[config.mk]
export PLATFORM = sky130hd
export DESIGN_NAME = fadd_norm_round
export DESIGN_NICKNAME = d
export VERILOG_FILES = /design/src/rtl/fadd_pkg.sv /design/src/rtl/fadd_lzc27.sv /design/src/rtl/fadd_norm_round.sv
export SDC_FILE = /design/constraint.sdc
export NUM_CORES = 1
export LEC_CHECK = 0
export CAP_MARGIN = 10
export CORE_MARGIN = 2
export CORE_UTILIZATION = 55
export CTS_CLUSTER_DIAMETER = 200
export DETAILED_ROUTE_END_ITERATION = 16
export PLACE_DENSITY_LB_ADDON = 0.15
export SLEW_MARGIN = 20
export SYNTH_ARGS = -nofsm -noshare
export SYNTH_HDL_FRONTEND = slang
export SYNTH_HIERARCHICAL = 1
export SYNTH_SLANG_ARGS = --single-unit
[constraint.sdc]
create_clock -name clk -period 6.7 [get_ports clk]
set_input_delay 1.675 -clock clk [delete_from_list [all_inputs] [get_ports clk]]
set_output_delay 1.675 -clock clk [all_outputs]
set_load 0.01 [all_outputs]
[src/rtl/fadd_pkg.sv]
// Shared widths and constants for the binary32 adder normalize/round/pack stage.
// Flag bit positions apply only to builds with FADD_FLAGS_EN defined.
package fadd_pkg;
  localparam int EXP_W  = 8;
  localparam int MAN_W  = 23;
  localparam int MAG_W  = MAN_W + 4;
  localparam int LZ_W   = 5;
  localparam int FLAG_W = 3;

  localparam logic [EXP_W-1:0] BIAS    = 8'd127;
  localparam logic [EXP_W-1:0] EXP_MAX = 8'd255;

  // Infinity without its sign bit
  localparam logic [EXP_W+MAN_W-1:0] QINF = {EXP_MAX, {MAN_W{1'b0}}};

  localparam int FLAG_OVF = 2;
  localparam int FLAG_UNF = 1;
  localparam int FLAG_INX = 0;
endpackage

[src/rtl/fadd_lzc27.sv]
// Leading-zero counter over the 26 magnitude bits below the carry position.
// The count is 0..25; zero is set when no bit is set.
module fadd_lzc27
  import fadd_pkg::*;
(
  input  logic [MAG_W-2:0] bits,
  output logic [LZ_W-1:0]  count,
  output logic             zero
);
  // lead[i] is set only for the most significant set bit
  logic [MAG_W-2:0] lead;

  generate
    for (genvar gi = 0; gi < MAG_W-1; gi++) begin : g_lead
      if (gi == MAG_W-2) begin : g_top
        assign lead[gi] = bits[gi];
      end else begin : g_rest
        assign lead[gi] = bits[gi] & ~(|bits[MAG_W-2:gi+1]);
      end
    end
  endgenerate

  assign zero = ~(|bits);

  always_comb begin
    count = '0;
    for (int i = 0; i < MAG_W-1; i++) begin
      if (lead[i]) count = count | LZ_W'(MAG_W-2-i);
    end
  end
endmodule

[src/rtl/fadd_norm_round.sv]
// Two-stage normalize/round-to-nearest-even/pack stage of the binary32 adder.
// Defining FADD_FLAGS_EN adds the {overflow, underflow, inexact} out_flags port.
module fadd_norm_round
  import fadd_pkg::*;
(
  input  logic             clk,
  input  logic             rst,
  input  logic             in_valid,
  output logic             in_ready,
  input  logic             in_sign,
  input  logic [EXP_W-1:0] in_exp,
  input  logic [MAG_W-1:0] in_mag,
  input  logic             in_sticky,
  output logic             out_valid,
  input  logic             out_ready,
  output logic [31:0]      out_result
`ifdef FADD_FLAGS_EN
  ,
  output logic [FLAG_W-1:0] out_flags
`endif
);
  localparam int XW = EXP_W + 2;
  localparam logic signed [XW-1:0] EXP_ZERO = '0;
  localparam logic signed [XW-1:0] EXP_TOP  = $signed({2'b00, EXP_MAX});

  logic             s2_load;
  logic             s1_load;
  logic             s1_valid_reg;
  logic             s1_sign_reg;
  logic             s1_sticky_reg;
  logic             s1_zero_reg;
  logic [EXP_W-1:0] s1_exp_reg;
  logic [MAG_W-1:0] s1_mag_reg;
  logic [LZ_W-1:0]  s1_lz_reg;
  logic [LZ_W-1:0]  lz_count;
  logic             lz_zero;

  assign s2_load  = !out_valid || out_ready;
  assign s1_load  = !s1_valid_reg || s2_load;
  assign in_ready = s1_load;

  fadd_lzc27 u_lzc (
    .bits  (in_mag[MAG_W-2:0]),
    .count (lz_count),
    .zero  (lz_zero)
  );

  always_ff @(posedge clk) begin
    if (rst) begin
      s1_valid_reg <= 1'b0;
    end else if (s1_load) begin
      s1_valid_reg <= in_valid;
      if (in_valid) begin
        s1_sign_reg   <= in_sign;
        s1_exp_reg    <= in_exp;
        s1_mag_reg    <= in_mag;
        s1_sticky_reg <= in_sticky;
        s1_lz_reg     <= lz_count;
        s1_zero_reg   <= !in_mag[MAG_W-1] && lz_zero;
      end
    end
  end

  logic [MAG_W-2:0]      shl;
  logic [MAN_W:0]        sig;
  logic [MAN_W+1:0]      sig_rnd;
  logic [MAN_W-1:0]      frac_rnd;
  logic                  g_bit;
  logic                  r_bit;
  logic                  s_bit;
  logic                  round_up;
  logic signed [XW-1:0]  exp_base;
  logic signed [XW-1:0]  exp_norm;
  logic signed [XW-1:0]  exp_rnd;
  logic                  is_inf_in;
  logic                  is_zero;
  logic                  is_flush;
  logic                  is_ovf;
  logic [31:0]           result_next;

  assign shl      = s1_mag_reg[MAG_W-2:0] << s1_lz_reg;
  assign exp_base = $signed({2'b00, s1_exp_reg});

  // A carry shifts the 24-bit significand right one place; otherwise left by lz
  always_comb begin
    if (s1_mag_reg[MAG_W-1]) begin
      sig      = s1_mag_reg[MAG_W-1:3];
      g_bit    = s1_mag_reg[2];
      r_bit    = s1_mag_reg[1];
      s_bit    = s1_mag_reg[0] | s1_sticky_reg;
      exp_norm = exp_base + XW'(1);
    end else begin
      sig      = shl[MAG_W-2:2];
      g_bit    = shl[1];
      r_bit    = shl[0];
      s_bit    = s1_sticky_reg;
      exp_norm = exp_base - $signed({{(XW-LZ_W){1'b0}}, s1_lz_reg});
    end
  end

  // Rounding past an all-ones significand renormalizes by one place
  assign round_up = g_bit & (r_bit | s_bit | sig[0]);
  assign sig_rnd  = {1'b0, sig} + {{(MAN_W+1){1'b0}}, round_up};
  assign frac_rnd = sig_rnd[MAN_W+1] ? sig_rnd[MAN_W:1] : sig_rnd[MAN_W-1:0];
  assign exp_rnd  = exp_norm + $signed({{(XW-1){1'b0}}, sig_rnd[MAN_W+1]});

  assign is_inf_in = (s1_exp_reg == EXP_MAX);
  assign is_zero   = s1_zero_reg && !s1_sticky_reg;
  assign is_flush  = s1_zero_reg || (exp_norm <= EXP_ZERO);
  assign is_ovf    = (exp_rnd >= EXP_TOP);

  always_comb begin
    result_next = {s1_sign_reg, exp_rnd[EXP_W-1:0], frac_rnd};
    if (is_inf_in) begin
      result_next = {s1_sign_reg, QINF};
    end else if (is_zero) begin
      result_next = '0;
    end else if (is_flush) begin
      result_next = {s1_sign_reg, {(EXP_W+MAN_W){1'b0}}};
    end else if (is_ovf) begin
      result_next = {s1_sign_reg, QINF};
    end
  end

  always_ff @(posedge clk) begin
    if (rst) begin
      out_valid  <= 1'b0;
      out_result <= '0;
    end else if (s2_load) begin
      out_valid <= s1_valid_reg;
      if (s1_valid_reg) out_result <= result_next;
    end
  end

`ifdef FADD_FLAGS_EN
  logic [FLAG_W-1:0] flags_next;

  always_comb begin
    flags_next = '0;
    if (!is_inf_in && !is_zero) begin
      if (is_flush) begin
        flags_next[FLAG_UNF] = 1'b1;
        flags_next[FLAG_INX] = 1'b1;
      end else if (is_ovf) begin
        flags_next[FLAG_OVF] = 1'b1;
        flags_next[FLAG_INX] = 1'b1;
      end else begin
        flags_next[FLAG_INX] = g_bit | r_bit | s_bit;
      end
    end
  end

  always_ff @(posedge clk) begin
    if (rst) begin
      out_flags <= '0;
    end else if (s2_load && s1_valid_reg) begin
      out_flags <= flags_next;
    end
  end
`endif
endmodule

==> metrics.md, run 1 <==
| Metric | Value |
|---|---|
| DR WL/cell | `20.77 um` |
| Post-CTS Resized | `0` |
| Final Hold Fails | `0` |
| Port Buffers | `74` |
| Num rows | `37` |
| CTS tree | `done` |
| Post-Syn Area | `5939 um2` |
| Largest cells by area after synthesis | `edfxtp_1 (22%), dfxtp_1 (11%), mux4_1 (5.3%), mux2i_1 (3.5%), nor2_1 (3.5%)` |
| Setup CP Type | `flop to flop` |
| Final min period | `5.799 ns` |
| Detailed Routing Iterations Pass 1 | `5` |
| Seq/Total Area, Yosys | `0.3320` |
| Max reg flops | `32` |
| Max stage delay cell, worst path | `edfxtp_1` |
| CTS root buffer | `clkbuf_8` |
| MaxCap Viol Count | `0` |
| Yosys top cell by area | `edfxtp_1` |
| Area share of the largest cell type after synthesis | `0.2174` |
| Starting Density | `0.5702` |
| Reg2reg end | `out_result[14]$_SDFFE_PP0P_` |
| Count leader, synth | `nor2_1` |
| Mean Syn Cell Area | `10.12 um2` |
| Synth Instances | `between 500 and 600` |
| Design area | `6819 um2` |
| Switch Pwr | `between 0.0003 and 0.0004 W` |
| Final Skew | `~0.012 ns` |
| Power Density | `between 150 and 200 nW/um2` |
| Synthesized flop and latch total | `77` |
| Worst slew margin | `0.3401` |
| Area Growth Syn to Fin | `14.81%` |
| Final slew viol count | `0` |
| Final Wtd Congestion | `0.9712` |
| Worst Setup SP | `s1_lz_reg[0]$_DFFE_PP_` |
| Placed Area | `6604 um2` |
| Final setup viols | `0` |
| WL final | `about 16000 um` |
| Crit path depth | `16` |
| Total negative setup slack | `0 ns` |
| ANT cells | `0` |
| Maximum clock path buffer count | `2` |
| Logic pwr share | `0.202` |
| Tot GR Track Use | `0.2875` |
| Post-detail-place hpwl | `12530 um` |
| Clock buffer count from CTS | `9` |
| Critical path, cell by cell | `mux2i_1, a22o_1, o41ai_2, nor3b_4, nand3_1, or4_4, nor3b_1, ha_1, ha_1, nand2_1, nand4b_1, o211a_1, o32a_1, o211a_1, and2_2, a22o_1` |
| Vias in the first global route | `4791` |
| Leakage | `between 2 and 2.5 nW` |
| R2r startpoint | `s1_lz_reg[0]$_DFFE_PP_` |
| DR iter-0 viols | `~630` |
| R2R cell count | `16` |
| Worst VDD drop | `118.6 uV` |
| Yosys warning total | `6` |
| Antenna violations before repair | `0` |
| Worst Max-Slew Pin Slew | `a little under 1 ns` |
| Post-CTS Setup Bufs | `0` |
| Post-synth top cells | `nor2_1 (55), edfxtp_1 (43), nand2_1 (39)` |
| Via density | `~6.6` |
| Worst path bufs/invs | `0` |
| Startpoint type of the worst setup path | `flop` |
| Worst path top cell family by delay | `simple AND/OR/NAND/NOR gates` |
| Unrepaired setup endpoints after global routing | `false` |
| Max Freq | `172.5 MHz` |
| Flop pwr share | `0.464` |
| Die height | `107.9 um` |
| Die Wd | `107.9 um` |
| EDFF count, synth | `43` |
| Largest net degree at the start of global routing | `44` |
| Core Box Area | `10420 um2` |
| Worst hold slack | `0.4677 ns` |
| Syn nets | `about 640` |
| Fin crit share | `0.8655` |
| Top_reg_cell synth | `edfxtp_1` |
| Hold_buf cts | `0` |
| Max incr delay on CP | `1.00 ns` |
| Ports | `75` |
| Power share of the clock group | `0.333` |
| Yosys cell types | `99` |
| Asr flop ratio synth | `0` |
| CTS clk-pin slew, worst paths | `0.08 ns` |
| Layout cells sized above 1 | `0.1185` |
| Switching share of power | `0.2845` |
| Antenna Nets Post-Route | `0` |
| Worst min-delay path class | `flop to flop` |
| Layout Nets | `slightly below 700` |
| Worst-Skew Late Latency | `0.37 ns` |
| Area of the die | `11650 um2` |
| # DRC | `0` |
| Worst-path maximum fanout | `23` |
| Crit path arrival time | `6.06 ns` |
| Crit. End Element | `flop` |
| Outcome | `complete, no violations` |
| First-pass GRT wire length | `25680 um` |
| Vias | `5161` |
| Critical path required time | `6.96 ns` |
| Int Power | `0.0008416 W` |
| Sink Count | `77` |
| R2R Setup Slk | `0.90 ns` |
| Hold_sp | `out_result[21]$_SDFFE_PP0P_` |
| H-tree lvl count | `3` |
| GRT overflow | `0` |
| CP endpoint | `out_result[14]$_SDFFE_PP0P_` |
## per-layer routing
metal,GRT usage,vias up,share of wire
met4,0.1227,0,0.032
met1,0.3948,2471,0.45
li1,-,2416,-
met2,0.4573,237,0.46
met5,0,-,0
met3,0.03814,37,0.059
## power groups by stage
stage          Clock (W)  Sequential (W)  Combinational, W
3_3_place_gp           0        0.000555          0.000231
2_1_floorplan          0        0.000549          0.000153
3_5_place_dp           0        0.000556          0.000234
5_1_grt         0.000413        0.000549          0.000257
6_report        0.000392        0.000546          0.000238
4_1_cts         0.000397        0.000545          0.000235
## area by class of cell
| type | instances | area, um2 |
|---|---|---|
| Clock buffer | 10 | 127.6 |
| Clock inverter | 6 | 87.58 |
| Fill cell | 866 | 3597 |
| Inverter | 19 | 71.32 |
| Multi-Input combinational cell | 461 | 3627 |
| Sequential cell | 77 | 1972 |
| Tap cell | 136 | 170.2 |
| Timing Repair Buffer | 77 | 763.2 |
## kinds of logic after synthesis
group,share of synthesized area
AO/OA/AOI/OAI,0.2138
flip-flops,0.3320
AND/OR/NAND/NOR,0.1915
adder cells (fa/ha/maj),0.02233
XOR/XNOR,0.04129
multiplexers,0.1416
buffers and inverters,0.05751
## cells in the final DEF (no fill, tap or decap), types with 14 or more instances in the layout
cell type / instances
clkdlybuf4s50_1: 74
mux2i_1: 21
edfxtp_1: 43
xnor2_1: 16
inv_1: 17
nand2_1: 39
a21oi_1: 31
nor2_1: 55
a32oi_1: 14
dfxtp_1: 34
mux2_2: 15
o21ai_0: 34
## worst min path at each step
stage,end,depth (start not counted)
3_3_place_gp,out_result[21]$_SDFFE_PP0P_,2
4_1_cts,out_result[21]$_SDFFE_PP0P_,2
5_1_grt,out_result[21]$_SDFFE_PP0P_,2
2_1_floorplan,out_result[31]$_SDFFE_PP0P_,1
6_report,out_result[21]$_SDFFE_PP0P_,2
3_5_place_dp,out_result[21]$_SDFFE_PP0P_,2
## worst reg2reg max path: cells and delay by family (launching register included)
family / cells / cell delay, ns
muxes: 1 / 0.27
DFF: 1 / 1.00
adders and majority gates: 2 / 0.46
AOI/OAI and AO/OA: 6 / 1.94
and+or+nand+nor: 7 / 2.02
## through the flow
step	utilization	worst slack [ns]	std cells	total power [W]
floorplan	-	1.970	587	0.0007021
global placement	0.6340	1.079	770	0.0007858
detailed placement	0.6340	0.9372	770	0.0007903
CTS	0.6547	0.9314	786	0.001178
global route	0.6547	0.5521	786	0.001219
finish	0.6547	0.9014	786	0.001176
Note: power is estimated with default switching activity, not from simulation.
==> run 2: changes to the inputs <==
GPL_ROUTABILITY_DRIVEN = 0   (was not set)
==> metrics.md, run 2 (synthesized netlist as in run 1, its figures left out) <==
| Metric | Value |
|---|---|
| Worst Max-Slew Pin Slew | `around 1.0 ns` |
| Layout cells sized above 1 | `0.1140` |
| Commonest non-fill, non-tap cells in the layout | `clkdlybuf4s50_1 (74), nor2_1 (55), edfxtp_1 (43)` |
| Antenna violations before repair | `0` |
| Area Growth Syn to Fin | `13.71%` |
| Worst VDD drop | `82.16 uV` |
| Via density | `6.525` |
| Setup CP Type | `flop to flop` |
| Num rows | `37` |
| Leakage | `roughly 2.4 nW` |
| MaxCap Viol Count | `0` |
| Max Freq | `173.8 MHz` |
| Worst path top cell family by delay | `compound AO/OA/AOI/OAI gates` |
| CTS clk-pin slew, worst paths | `0.07 ns` |
| Pwr Total | `0.001081 W` |
| CTS root buffer | `clkbuf_8` |
| Final Skew | `0.006338 ns` |
| Starting Density | `0.5702` |
| DR iter-0 viols | `580` |
| Startpoint type of the worst setup path | `flop` |
| Vias | `~5100` |
| First-pass GRT wire length | `24640 um` |
| Worst min-delay path class | `flop to flop` |
| GRT overflow | `0` |
| H-tree lvl count | `3` |
| Power Density | `160.0 nW/um2` |
| Inst Count DP | `roughly 770` |
| Critical path, cell by cell | `buf_4, mux4_1, mux2i_1, o221ai_1, o221a_2, nand2_1, nor4bb_2, nor3b_1, ha_1, ha_1, nand2_1, nand4b_1, o211a_1, o32a_1, o211a_1, and2_2, a22o_1` |
| Largest net degree at the start of global routing | `44` |
| Final worst slack | `roughly 0.95 ns` |
| # DRC | `0` |
| Crit. End Element | `flop` |
| Final slew viol count | `0` |
| Area of the die | `about 12000 um2` |
| CTS tree | `done` |
| Final setup viols | `0` |
| Placed Area | `6596 um2` |
| Max incr delay on CP | `approximately 1.0 ns` |
| Antenna Nets Post-Route | `0` |
| Post-detail-place hpwl | `11750 um` |
| Ports | `75` |
| Final min period | `5.755 ns` |
| Fin cells | `a little under 800` |
| Worst path bufs/invs | `1` |
| Post-CTS Resized | `0` |
| Worst slew margin | `0.3083` |
| Total negative setup slack | `0 ns` |
| FILL cells | `873` |
| Detailed Routing Iterations Pass 1 | `5` |
| Crit path arrival time | `6.01 ns` |
| DP Worst Slack | `0.9952 ns` |
| Reg area | `about 2000 um2` |
| Worst-path maximum fanout | `25` |
| Clock buffer count from CTS | `9` |
| Port Buffers | `74` |
| Layout Nets | `695` |
| Sink Count | `77` |
| Final Hold Fails | `0` |
| Hold_buf cts | `0` |
| Design area | `between 6000 and 7000 um2` |
| Post-CTS Setup Bufs | `0` |
| Worst-Skew Late Latency | `0.36 ns` |
| R2R Setup Slk | `0.95 ns` |
| Core Box Area | `10420 um2` |
| Fin crit share | `0.8589` |
| Die Wd | `107.9 um` |
| Critical path required time | `6.95 ns` |
| Max reg flops | `32` |
| ANT cells | `0` |
| Most common cell after layout, fill and taps aside | `clkdlybuf4s50_1` |
| Max stage delay cell, worst path | `edfxtp_1` |
| Unrepaired setup endpoints after global routing | `false` |
| Multi-input logic area | `between 3000 and 4000 um2` |
| DR WL/cell | `just under 20 um` |
| Die height | `107.9 um` |
| Outcome | `complete, no violations` |
| Maximum clock path buffer count | `2` |
| Tot GR Track Use | `0.2729` |
| WL final | `15220 um` |
| Vias in the first global route | `roughly 4800` |
[run 2: cell count changes in the layout (fill, tap and decap cells not counted)]
| cell | previous run | this run |
|---|---|---|
| clkinvlp_4 | 3 | 0 |
| bufinv_16 | 2 | 0 |
| clkbuf_1 | 1 | 3 |
| clkinv_2 | 1 | 3 |
| buf_4 | 3 | 2 |
| clkbuf_4 | 0 | 1 |
[run 2: per-stage QoR]
step	hold WS, ns	util
after floorplan	0.4475	-
after global placement	0.4422	0.6333
after detailed placement	0.4463	0.6333
after CTS	0.4610	0.6484
after global routing	0.4851	0.6484
final	0.4556	0.6484
[run 2: final cells by class]
cell class                 instances  area share
multi-input combinational        461      0.5371
clock inverter                     3    0.002223
tap                              136     0.02519
clock buffer                      13     0.02112
inverter                          19     0.01056
timing repair buffer              76      0.1119
sequential                        77      0.2920
[run 2: path summary, 6_finish.rpt]
path | from | endpoint | cells past startpoint
hold / removal | out_result[21]$_SDFFE_PP0P_ | out_result[21]$_SDFFE_PP0P_ | 2
hold reg to reg | out_result[21]$_SDFFE_PP0P_ | out_result[21]$_SDFFE_PP0P_ | 2
setup reg to reg | s1_lz_reg[0]$_DFFE_PP_ | out_result[18]$_SDFFE_PP0P_ | 17
setup / recovery | s1_lz_reg[0]$_DFFE_PP_ | out_result[18]$_SDFFE_PP0P_ | 17
[run 2: report_power, final]
part / internal [W] / switching [W] / total, W
Combinational: 0.000111 / 0.000124 / 0.000235
Sequential: 0.000522 / 0.0000252 / 0.000547
Clock: 0.000137 / 0.000162 / 0.000300
Total: 0.000770 / 0.000311 / 0.00108
[run 2: tightest hold or removal path: cells and delay by family (launching register included)]
| family | cells | cell delay [ns] |
|---|---|---|
| AO/OA/AOI/OAI | 1 | 0.05 |
| AND/OR/NAND/NOR | 1 | 0.05 |
| flip-flops | 1 | 0.31 |
[run 2: layer usage]
| metal | up-vias | GRT usage | share of wire | routed length, um |
|---|---|---|---|---|
| met3 | 54 | 0.04358 | 0.069 | 1047 |
| li1 | 2406 | - | - | - |
| met4 | 0 | 0.1181 | 0.037 | 557 |
| met2 | 237 | 0.4510 | 0.47 | 7214 |
| met5 | - | 0 | 0 | 0 |
| met1 | 2425 | 0.3553 | 0.42 | 6398 |
==> run 3: changes to the inputs <==
CAP_MARGIN = 0   (was 10)
==> results of run 3 <==
No change in the layout: final DEF, timing and power equal those of run 2.
